### src/rtl/pmem_arbiter.sv
// Shared physical-memory arbiter between the I-cache and the D-cache.
// A granted request is latched into registered mem_* strobes and held until
// mem_resp; the response is routed combinationally to the granted client only.
// Simultaneous requests alternate using the last-served client (rr_last).
module pmem_arbiter #(
    parameter int ADDR_WIDTH = 32,
    parameter int LINE_WIDTH = 256
) (
    input  logic                  clk,
    input  logic                  rst,

    input  logic                  i_pmem_read,
    input  logic [ADDR_WIDTH-1:0] i_pmem_address,
    output logic [LINE_WIDTH-1:0] i_pmem_rdata,
    output logic                  i_pmem_resp,

    input  logic                  d_pmem_read,
    input  logic                  d_pmem_write,
    input  logic [ADDR_WIDTH-1:0] d_pmem_address,
    input  logic [LINE_WIDTH-1:0] d_pmem_wdata,
    output logic [LINE_WIDTH-1:0] d_pmem_rdata,
    output logic                  d_pmem_resp,

    output logic                  mem_read,
    output logic                  mem_write,
    output logic [ADDR_WIDTH-1:0] mem_address,
    output logic [LINE_WIDTH-1:0] mem_wdata,
    input  logic [LINE_WIDTH-1:0] mem_rdata,
    input  logic                  mem_resp
);

    typedef enum logic [1:0] {
        IDLE,
        I_SERVE,
        D_SERVE
    } state_t;

    typedef enum logic {
        CL_I,
        CL_D
    } client_t;

    state_t                  state_q,       state_d;
    client_t                 rr_last_q,     rr_last_d;
    logic                    mem_read_q,    mem_read_d;
    logic                    mem_write_q,   mem_write_d;
    logic [ADDR_WIDTH-1:0]   mem_address_q, mem_address_d;
    logic [LINE_WIDTH-1:0]   mem_wdata_q,   mem_wdata_d;

    logic                    i_req;
    logic                    d_req;
    logic                    grant_i;
    logic                    grant_d;

    // State and latched memory command registers, synchronous active-high reset
    always_ff @(posedge clk) begin
        if (rst) begin
            state_q       <= IDLE;
            rr_last_q     <= CL_I;
            mem_read_q    <= 1'b0;
            mem_write_q   <= 1'b0;
            mem_address_q <= '0;
            mem_wdata_q   <= '0;
        end else begin
            state_q       <= state_d;
            rr_last_q     <= rr_last_d;
            mem_read_q    <= mem_read_d;
            mem_write_q   <= mem_write_d;
            mem_address_q <= mem_address_d;
            mem_wdata_q   <= mem_wdata_d;
        end
    end

    // Grant selection in IDLE, completion and response routing while serving
    always_comb begin
        state_d       = state_q;
        rr_last_d     = rr_last_q;
        mem_read_d    = mem_read_q;
        mem_write_d   = mem_write_q;
        mem_address_d = mem_address_q;
        mem_wdata_d   = mem_wdata_q;
        i_pmem_resp   = 1'b0;
        d_pmem_resp   = 1'b0;
        grant_i       = 1'b0;
        grant_d       = 1'b0;
        i_req         = i_pmem_read;
        d_req         = d_pmem_read | d_pmem_write;

        unique case (state_q)
            IDLE: begin
                // D wins when alone, or on a tie when I was served last
                grant_d = d_req && (!i_req || rr_last_q == CL_I);
                grant_i = i_req && !grant_d;
                if (grant_d) begin
                    state_d       = D_SERVE;
                    mem_write_d   = d_pmem_write;
                    mem_read_d    = !d_pmem_write;
                    mem_address_d = d_pmem_address;
                    mem_wdata_d   = d_pmem_wdata;
                end else if (grant_i) begin
                    state_d       = I_SERVE;
                    mem_read_d    = 1'b1;
                    mem_write_d   = 1'b0;
                    mem_address_d = i_pmem_address;
                end
            end
            I_SERVE: begin
                if (mem_resp) begin
                    i_pmem_resp = !rst;
                    rr_last_d   = CL_I;
                    mem_read_d  = 1'b0;
                    mem_write_d = 1'b0;
                    state_d     = IDLE;
                end
            end
            D_SERVE: begin
                if (mem_resp) begin
                    d_pmem_resp = !rst;
                    rr_last_d   = CL_D;
                    mem_read_d  = 1'b0;
                    mem_write_d = 1'b0;
                    state_d     = IDLE;
                end
            end
            default: begin
                state_d     = IDLE;
                mem_read_d  = 1'b0;
                mem_write_d = 1'b0;
            end
        endcase
    end

    assign mem_read     = mem_read_q;
    assign mem_write    = mem_write_q;
    assign mem_address  = mem_address_q;
    assign mem_wdata    = mem_wdata_q;
    assign i_pmem_rdata = mem_rdata;
    assign d_pmem_rdata = mem_rdata;

endmodule

### config.mk
export PLATFORM = sky130hd
export DESIGN_NAME = pmem_arbiter
export DESIGN_NICKNAME = d
export VERILOG_FILES = /design/src/rtl/pmem_arbiter.sv
export SDC_FILE = /design/constraint.sdc
export NUM_CORES = 1
export LEC_CHECK = 0
export ABC_AREA = 0
export ABC_CLOCK_PERIOD_IN_PS = 4750
export CORE_AREA = 8 8 537 539
export CTS_CLUSTER_DIAMETER = 60
export DETAILED_ROUTE_END_ITERATION = 16
export DIE_AREA = 0 0 545 547
export PLACE_DENSITY = 0.3
export SLEW_MARGIN = 0
export SYNTH_ARGS = -nofsm -noshare
export SYNTH_HDL_FRONTEND = slang
export SYNTH_SLANG_ARGS = --single-unit
### constraint.sdc
create_clock -name clk -period 4.75 [get_ports clk]
set_input_delay 0.475 -clock clk [delete_from_list [all_inputs] [get_ports clk]]
set_output_delay 0.475 -clock clk [all_outputs]
set_load 0.005 [all_outputs]
==> flow_metrics.py, run 1 <==
metrics = {
    "detailed_routing": {
        "drtAntennaViolNets": 0,
        "vias": 14300,
        "dr.pass1.iters": 9,
        "drt_iter0_markers": 767,
        "drt-total-wl_mm": 161,
        "drcViolationCount": 0,
        "wl_per_cell_um": 28.0,
        "viasPerCell": 2.49,
    },
    "global_routing": {
        "antenna_found_initial": 100,
        "grt_use_total": 0.102,
        "grt-ovfl-total": 0,
        "grt_pass1_vias": 14700,
        "grt_first_pass_wirelength_mm": 193,
        "grt_max_degree": 206,
    },
    "die": {
        "dieArea_mm2": 0.298,
        "ios": 1386,
        "die_w_um": 545,
        "core_region_area_mm2": 0.280,
        "rows": 195,
        "start_util": 0.0541,
        "die_h_um": 547,
    },
    "min_path": {
        "hold_path_depth": 2,
        "hold_path.class": "in2reg",
    },
    "clock_tree": {
        "cts.clk_slew.worst_paths_ns": 0.05,
        "cts_buffers": 72,
        "root_buffer": "clkbuf_16",
        "h-tree-depth": 3,
        "ctsHoldBuffers": 0,
        "cts.repair.resized": 0,
        "clk_latency_ns": 0.75,
        "clock-sinks": 293,
        "post_cts_buffers": 0,
        "tritoncts": "done",
        "clk_path_buf_depth": 4,
    },
    "synthesis": {
        "syn_area_per_cell_um2": 8.01,
        "ys_types": 23,
        "synth_xor_area_frac": 0,
        "syn_inst": 1892,
        "yosysWarningCount": 0,
        "synthMuxAreaShare": 0,
        "yosysTopAreaCellShare": 0.387,
        "synth_seq_area_share": 0.387,
        "synthAdderAreaFrac": 0.00248,
        "synth_area_leaders": "dfxtp_1 (39%), buf_4 (26%), a21oi_1 (8.6%), o21ai_0 (8.6%), nand3_1 (8.6%)",
        "synth_compound_area_frac": 0.195,
        "synth_area_mm2": 0.0152,
        "synth_nets": 2477,
        "synth_top_family_by_area": "buffers and inverters",
        "synth-simple-area-share": 0.113,
        "synth-seq-cells": 293,
        "yosysTopAreaCell": "dfxtp_1",
    },
    "place": {
        "portBuffers": 617,
        "hpwl_mm": 132,
        "gp_congestion": 0.745,
        "dpl_cell_area_mm2": 0.0217,
    },
    "final_layout": {
        "fin_util": 0.0860,
        "fill_cells": 32700,
        "seqCellArea_mm2": 0.00587,
        "syn_to_final_growth_pct": 59.1,
        "nets": 2509,
        "post_route_cells_drive_above_1_share": 0.0698,
        "stdcell_area_mm2": 0.0241,
        "multiInputGateArea_mm2": 0.00472,
    },
    "timing": {
        "fin_skew_ns": 0.0420,
        "worst_pin_slew_ns": 1.21,
        "rsz0062_at_grt": "false",
        "setup_viol": 0,
        "finalWorstPathRequiredPeriod_ns": 2.79,
        "maxSlewHeadroom": 0.192,
        "hold_viol_final": 0,
        "fin_tns_setup_ns": 0,
        "fin_crit_sh": 0.587,
        "slew_violations": 0,
        "fmax_mhz": 358,
    },
    "critical_path": {
        "crit_slowest_cell": "clkdlybuf4s50_1",
        "reg2regPathDepth": 6,
        "crit_fanout": 3,
        "startpoint_type": "register",
        "cp_cell_sequence": "inv_1 -> ha_1 -> nand2_1 -> nor2_1 -> clkdlybuf4s50_1",
        "cp_num_cells": 5,
        "critPathTopFamily": "buffers and inverters",
        "path_class": "reg2out",
        "worstPathArrival_ns": 2.32,
        "max_stage_delay_ns": 0.57,
        "cp.required_ns": 4.28,
        "path_buf_inv": 2,
        "endpoint_kind": "primary output",
    },
    "flow_run": {
        "max-cap-violations": 0,
    },
    "power": {
        "internal-power_mw": 7.06,
        "clkPwrFrac": 0.489,
        "p_comb_frac": 0.235,
        "pwr_density_cell_mw_per_mm2": 439,
        "power.leakage_nw": 7.36,
        "p_switching_mw": 3.52,
        "ir_drop_mv": 0.248,
        "seq_power_share": 0.276,
        "sw_frac_of_total": 0.333,
    },
    "run_status": {
        "outcome": "completed",
    },
}
-- cells in the mapped netlist --
master / n
clkbuf_1: 109
inv_2: 1
o21ai_0: 260
nand3_1: 259
nand2b_1: 1
a21boi_0: 1
ha_1: 3
a21oi_1: 261
inv_1: 2
o31a_2: 1
buf_2: 22
dfxtp_1: 293
o2bb2ai_4: 1
a311oi_1: 32
nor2_1: 34
buf_6: 8
nor2b_1: 1
or3b_2: 1
nand2_1: 67
a2bb2oi_2: 1
nor4b_1: 1
buf_1: 6
buf_4: 527
-- layout by cell type (no fill, tap or decap), types with 2 or more instances in the layout --
cell type	n
a311oi_1	32
nor2_1	34
clkinv_4	6
ha_1	2
clkinvlp_4	5
clkbuf_8	6
clkbuf_1	9
buf_4	5
clkinv_8	2
dfxtp_1	293
a21oi_1	261
o21ai_0	260
nand3_1	259
inv_1	2
nand2_1	67
inv_6	8
bufinv_16	7
clkdlybuf4s50_1	616
diode_2	19
clkbuf_16	73
buf_12	8
clkinv_2	11
-- area by class of cell --
| cell class | count | share of cell area |
|---|---|---|
| Clock buffer | 88 | 0.0806 |
| Clock inverter | 39 | 0.0190 |
| Sequential cell | 293 | 0.243 |
| Timing Repair Buffer | 630 | 0.264 |
| Antenna cell | 19 | 0.00197 |
| Tap cell | 3743 | 0.194 |
| Multi-Input combinational cell | 924 | 0.196 |
| Inverter | 3 | 0.000778 |
-- per-layer routing --
layer,share of wire,wire length (um),global-route usage,vias up
met5,0.0020,325,0.00146,-
met4,0.070,11300,0.0577,44
met3,0.24,37800,0.110,592
met2,0.44,70100,0.161,1092
met1,0.26,41100,0.0750,6496
li1,-,-,-,6066
-- registers in the layout (all words and copies together) (netlist names) --
register / flops
state_q: 2
mem_address: 32
mem_wdata: 256
mem_read: 1
rr_last_q: 1
mem_write: 1
-- metrics by stage --
stage / setup slack [ns] / power (mW) / hold slack, ns / cells
floorplan: 3.20 / 4.13 / 0.466 / 1892
global placement: 1.96 / 5.60 / 0.460 / 5593
detailed placement: 1.98 / 5.59 / 0.465 / 5593
CTS: 1.76 / 11.0 / 0.0615 / 5720
global route: 1.75 / 11.3 / 0.101 / 5721
finish: 1.96 / 10.6 / 0.137 / 5739
-- path summary, 6_finish.rpt --
path,startpoint,endpoint,slack [ns]
setup / recovery,state_q[1],i_pmem_resp,1.96
hold / removal,rst,mem_wdata[214],0.14
setup reg to reg,state_q[0],mem_wdata[4],2.02
hold reg to reg,mem_wdata[107],mem_wdata[107],0.47
-- power groups by stage --
stage               logic [mW]  registers [mW]  clock network, mW
floorplan                 1.16            2.96                  0
global placement          2.64            2.96                  0
detailed placement        2.62            2.97                  0
CTS                       2.63            2.92               5.48
global route              2.75            2.96               5.54
finish                    2.48            2.92               5.18
-- cells by family after synthesis --
| family | after synthesis |
|---|---|
| flip-flops | 293 |
| AND/OR/NAND/NOR | 364 |
| AO/OA/AOI/OAI | 557 |
| buffers and inverters | 675 |
| adder cells (fa/ha/maj) | 3 |
(Power assumes the default switching activity.)
==> run 2: changes to the inputs <==
- ABC_CLOCK_PERIOD_IN_PS: 4750 -> 2600
- CORE_AREA: 8 8 537 539 -> 8 8 538 540
- DIE_AREA: 0 0 545 547 -> 0 0 546 548
- clock period: 4.75 -> 2.6 ns (I/O delays scaled with it)
==> flow_metrics.py, run 2 (synthesis gave the netlist of run 1 again) <==
metrics = {
    "final_layout": {
        "stdcell_area_mm2": 0.0245,
        "multiInputGateArea_mm2": 0.00471,
        "nets": 2548,
        "fin_cells": 5776,
        "post_route_cells_drive_above_1_share": 0.0780,
        "final_common_cell": "clkdlybuf4s50_1",
        "syn_to_final_growth_pct": 61.5,
        "largest_reg_flops": 256,
        "fin_util": 0.0872,
        "layout_common_cells": "clkdlybuf4s50_1 (610), dfxtp_1 (293), a21oi_1 (261), o21ai_0 (260), nand3_1 (259)",
        "seqCellArea_mm2": 0.00587,
        "fill_cells": 32600,
    },
    "timing": {
        "fin_tns_setup_ns": 0,
        "setup_viol": 0,
        "rsz0062_at_grt": "false",
        "fin_crit_sh": 0.880,
        "hold_viol_final": 0,
        "maxSlewHeadroom": 0.428,
        "finalWorstPathRequiredPeriod_ns": 2.29,
        "worst_slack_ns": 0.312,
        "fin_skew_ns": 0.0508,
        "fmax_mhz": 437,
        "slew_violations": 0,
        "worst_pin_slew_ns": 0.859,
    },
    "die": {
        "core_region_area_mm2": 0.281,
        "start_util": 0.0540,
        "ios": 1386,
        "die_w_um": 546,
        "die_h_um": 548,
        "rows": 195,
        "dieArea_mm2": 0.299,
    },
    "clock_tree": {
        "clock-sinks": 293,
        "clk_path_buf_depth": 3,
        "tritoncts": "done",
        "clk_latency_ns": 0.72,
        "h-tree-depth": 2,
        "post_cts_buffers": 0,
        "root_buffer": "clkbuf_16",
        "cts.clk_slew.worst_paths_ns": 0.06,
        "cts_buffers": 61,
    },
    "critical_path": {
        "path_class": "reg2reg",
        "cp.required_ns": 3.20,
        "r2r_start": "state_q[0]",
        "worstPathArrival_ns": 2.89,
        "startpoint_type": "register",
        "crit_fanout": 79,
        "r2r_slack_ns": 0.31,
        "timing.rr.end": "mem_wdata[213]",
        "reg2regPathDepth": 7,
        "endpoint_kind": "register",
        "endpoint": "mem_wdata[213]",
        "crit_path_start": "state_q[0]",
    },
    "global_routing": {
        "grt_use_total": 0.101,
        "grt_first_pass_wirelength_mm": 193,
        "grt_pass1_vias": 14800,
        "grt-ovfl-total": 0,
        "antenna_found_initial": 100,
        "grt_max_degree": 97,
    },
    "place": {
        "hpwl_mm": 135,
        "dpl_cell_area_mm2": 0.0220,
        "gp_congestion": 0.732,
        "portBuffers": 617,
        "post-place-ws_ns": 0.349,
        "post-place-cells": 5616,
    },
    "power": {
        "power.leakage_nw": 7.52,
        "pwr_density_cell_mw_per_mm2": 760,
        "ir_drop_mv": 0.503,
    },
    "detailed_routing": {
        "wl_per_cell_um": 27.5,
        "drt_iter0_markers": 759,
        "dr.pass1.iters": 5,
        "drcViolationCount": 0,
        "drtAntennaViolNets": 0,
        "drt-total-wl_mm": 159,
        "vias": 14400,
        "viasPerCell": 2.49,
    },
    "min_path": {
        "hold_path.class": "in2reg",
        "worstHoldStart": "d_pmem_wdata[250]",
    },
    "flow_run": {
        "max-cap-violations": 0,
    },
    "run_status": {
        "outcome": "completed",
    },
}
run 2: cell types whose count changed in the layout (fill, tap and decap cells not counted), sizes merged:
cell | previous run | this run
buf | 14 | 43
clkbuf | 88 | 74
dlygate4sd3 | 0 | 27
inv | 11 | 7
clkdlybuf4s50 | 616 | 610
bufinv | 7 | 9
clkinvlp | 5 | 7
clkinv | 19 | 20
run 2: area by class of cell:
class	instances	area share
Clock buffer	74	0.0672
Timing Repair Buffer	680	0.284
Sequential cell	293	0.240
Antenna cell	19	0.00194
Tap cell	3743	0.191
Inverter	3	0.00112
Clock inverter	40	0.0224
Multi-Input combinational cell	924	0.193
run 2: routing by layer:
layer / up-vias / routed length, um / GRT usage
met5: - / 239 / 0.00128
met4: 32 / 9710 / 0.0521
met3: 493 / 36600 / 0.107
met2: 1098 / 72000 / 0.165
met1: 6613 / 40200 / 0.0731
li1: 6154 / - / -
run 2: what timing repair did:
| item | CTS | global route |
|---|---|---|
| setup endpoints to repair | 0 | 1 |
| resized for setup | 0 | 2 |
| endpoints found under the hold margin | 57 | 0 |
| hold buffers | 27 | 0 |
run 2: how the worst min path moves through the flow:
stage                      endpoint  slack (ns)  depth (start not counted)
floorplan              mem_wdata[0]        0.41                          2
global placement     mem_wdata[200]        0.46                          2
detailed placement   mem_wdata[102]        0.47                          2
CTS                 mem_address[29]      0.0006                          3
global route         mem_address[4]        0.04                          3
finish               mem_wdata[250]        0.12                          3
run 2: metrics by stage:
step | total power [mW] | hold slack (ns)
floorplan | 7.54 | 0.408
global placement | 10.3 | 0.461
detailed placement | 10.3 | 0.467
CTS | 19.4 | 0.000628
global route | 19.8 | 0.0389
finish | 18.6 | 0.120
run 2: power breakdown:
part / internal [mW] / leakage (nW) / switching (mW)
sequential: 5.05 / 2.42 / 0.294
combinational: 1.96 / 4.05 / 2.70
clock: 5.42 / 1.05 / 3.18
total: 12.4 / 7.52 / 6.17
run 2: worst max-delay path, cell delays in order, from the launching register on:
cell and delay, ns:
dfxtp_1 0.32, inv_1 0.12, ha_4 0.34, inv_16 0.18, buf_12 0.26, o21ai_0 0.20, a21oi_1 0.09, dlygate4sd3_1 0.57
==> run 3: changes to the inputs <==
- CORE_AREA: 8 8 538 540 -> 8 8 527 529
- DIE_AREA: 0 0 546 548 -> 0 0 535 537
- DONT_BUFFER_PORTS: default -> 1
==> flow_metrics.py, run 3 (synthesis gave the netlist of run 1 again) <==
metrics = {
    "run_status": {
        "outcome": "completed",
    },
    "timing": {
        "setup_viol": 0,
        "maxSlewHeadroom": 0.414,
        "worst_slack_ns": 0.211,
        "fin_crit_sh": 0.919,
        "fin_tns_setup_ns": 0,
        "slew_violations": 0,
        "fmax_mhz": 419,
        "hold_viol_final": 0,
        "rsz0062_at_grt": "false",
        "fin_skew_ns": 0.0316,
        "worst_pin_slew_ns": 0.878,
        "finalWorstPathRequiredPeriod_ns": 2.39,
    },
    "die": {
        "start_util": 0.0563,
        "rows": 191,
        "ios": 1386,
        "die_h_um": 537,
        "die_w_um": 535,
        "core_region_area_mm2": 0.269,
        "dieArea_mm2": 0.287,
    },
    "place": {
        "post-place-ws_ns": 0.734,
        "hpwl_mm": 119,
        "dpl_cell_area_mm2": 0.0155,
        "gp_congestion": 0.733,
        "portBuffers": 0,
    },
    "min_path": {
        "hold_path_end": "state_q[0]",
        "worstHoldStart": "d_pmem_read",
        "hold_path_depth": 4,
        "hold_path.class": "in2reg",
    },
    "final_layout": {
        "fin_util": 0.0816,
        "syn_to_final_growth_pct": 45.0,
        "layout_common_cells": "dlygate4sd3_1 (464), dfxtp_1 (293), a21oi_1 (261), o21ai_0 (260), nand3_1 (259)",
        "seqCellArea_mm2": 0.00587,
        "largest_reg_flops": 256,
        "multiInputGateArea_mm2": 0.00472,
        "nets": 2353,
        "post_route_cells_drive_above_1_share": 0.0695,
        "final_common_cell": "dlygate4sd3_1",
        "stdcell_area_mm2": 0.0220,
        "fill_cells": 31400,
    },
    "clock_tree": {
        "clk_latency_ns": 0.69,
        "ctsHoldBuffers": 465,
        "cts_buffers": 54,
        "cts.clk_slew.worst_paths_ns": 0.05,
        "clk_path_buf_depth": 3,
        "cts.repair.resized": 0,
        "clock-sinks": 293,
        "root_buffer": "clkbuf_16",
        "h-tree-depth": 2,
        "tritoncts": "done",
        "post_cts_buffers": 0,
    },
    "critical_path": {
        "endpoint_kind": "register",
        "crit_fanout": 69,
        "path_class": "reg2reg",
        "r2r_start": "rr_last_q",
        "worstPathArrival_ns": 3.00,
        "startpoint_type": "register",
        "reg2regPathDepth": 5,
        "timing.rr.end": "mem_address[23]",
        "r2r_slack_ns": 0.21,
        "cp.required_ns": 3.21,
    },
    "detailed_routing": {
        "drtAntennaViolNets": 0,
        "wl_per_cell_um": 26.9,
        "vias": 13700,
        "drt_iter0_markers": 811,
        "drcViolationCount": 0,
        "dr.pass1.iters": 5,
        "viasPerCell": 2.53,
        "drt-total-wl_mm": 145,
    },
    "global_routing": {
        "grt_use_total": 0.0958,
        "grt_pass1_vias": 14000,
        "antenna_found_initial": 61,
        "grt_max_degree": 179,
        "grt-ovfl-total": 0,
        "grt_first_pass_wirelength_mm": 177,
    },
    "power": {
        "ir_drop_mv": 0.503,
        "power.leakage_nw": 7.13,
        "finalPower_mw": 16.4,
        "pwr_density_cell_mw_per_mm2": 748,
    },
    "flow_run": {
        "max-cap-violations": 0,
    },
}
[run 3: area by class of cell]
type / count / share of cell area
Antenna cell: 21 / 0.00239
Clock inverter: 29 / 0.0128
Sequential cell: 293 / 0.267
Timing Repair Buffer: 492 / 0.230
Clock buffer: 72 / 0.0687
Inverter: 3 / 0.000854
Multi-Input combinational cell: 924 / 0.215
Tap cell: 3570 / 0.203
[run 3: critical path, cell delays in order, from the launching register on]
cell and delay (ns):
dfxtp_1 0.38, a2bb2oi_4 0.44, buf_12 0.35, nand2_1 0.16, a311oi_1 0.29, dlygate4sd3_1 0.59
[run 3: worst max-delay path by stage]
stage	startpoint	end	slack, ns
after floorplan	state_q[0]	mem_wdata[114]	1.05
after global placement	state_q[0]	mem_address[12]	0.76
after detailed placement	state_q[0]	mem_address[10]	0.73
after CTS	state_q[0]	mem_address[10]	0.20
after global routing	state_q[0]	mem_address[0]	0.06
final	rr_last_q	mem_address[23]	0.21
[run 3: power breakdown]
group	leakage [nW]	switching, mW	internal (mW)
sequential	2.42	1.05	5.05
clock	0.871	2.96	4.31
combinational	3.84	1.74	1.33
[run 3: through the flow]
step / hold WS (ns) / cells
floorplan: 0.408 / 1892
global placement: 0.393 / 4817
detailed placement: 0.401 / 4817
CTS: 0.0481 / 5383
global route: 0.0202 / 5393
finish: 0.131 / 5404
[run 3: per-layer routing]
metal	track usage	up-vias	share of wire
li1	-	5746	-
met1	0.0705	6261	0.25
met2	0.150	1195	0.44
met3	0.105	424	0.24
met4	0.0562	24	0.068
met5	0.00300	-	0.0014
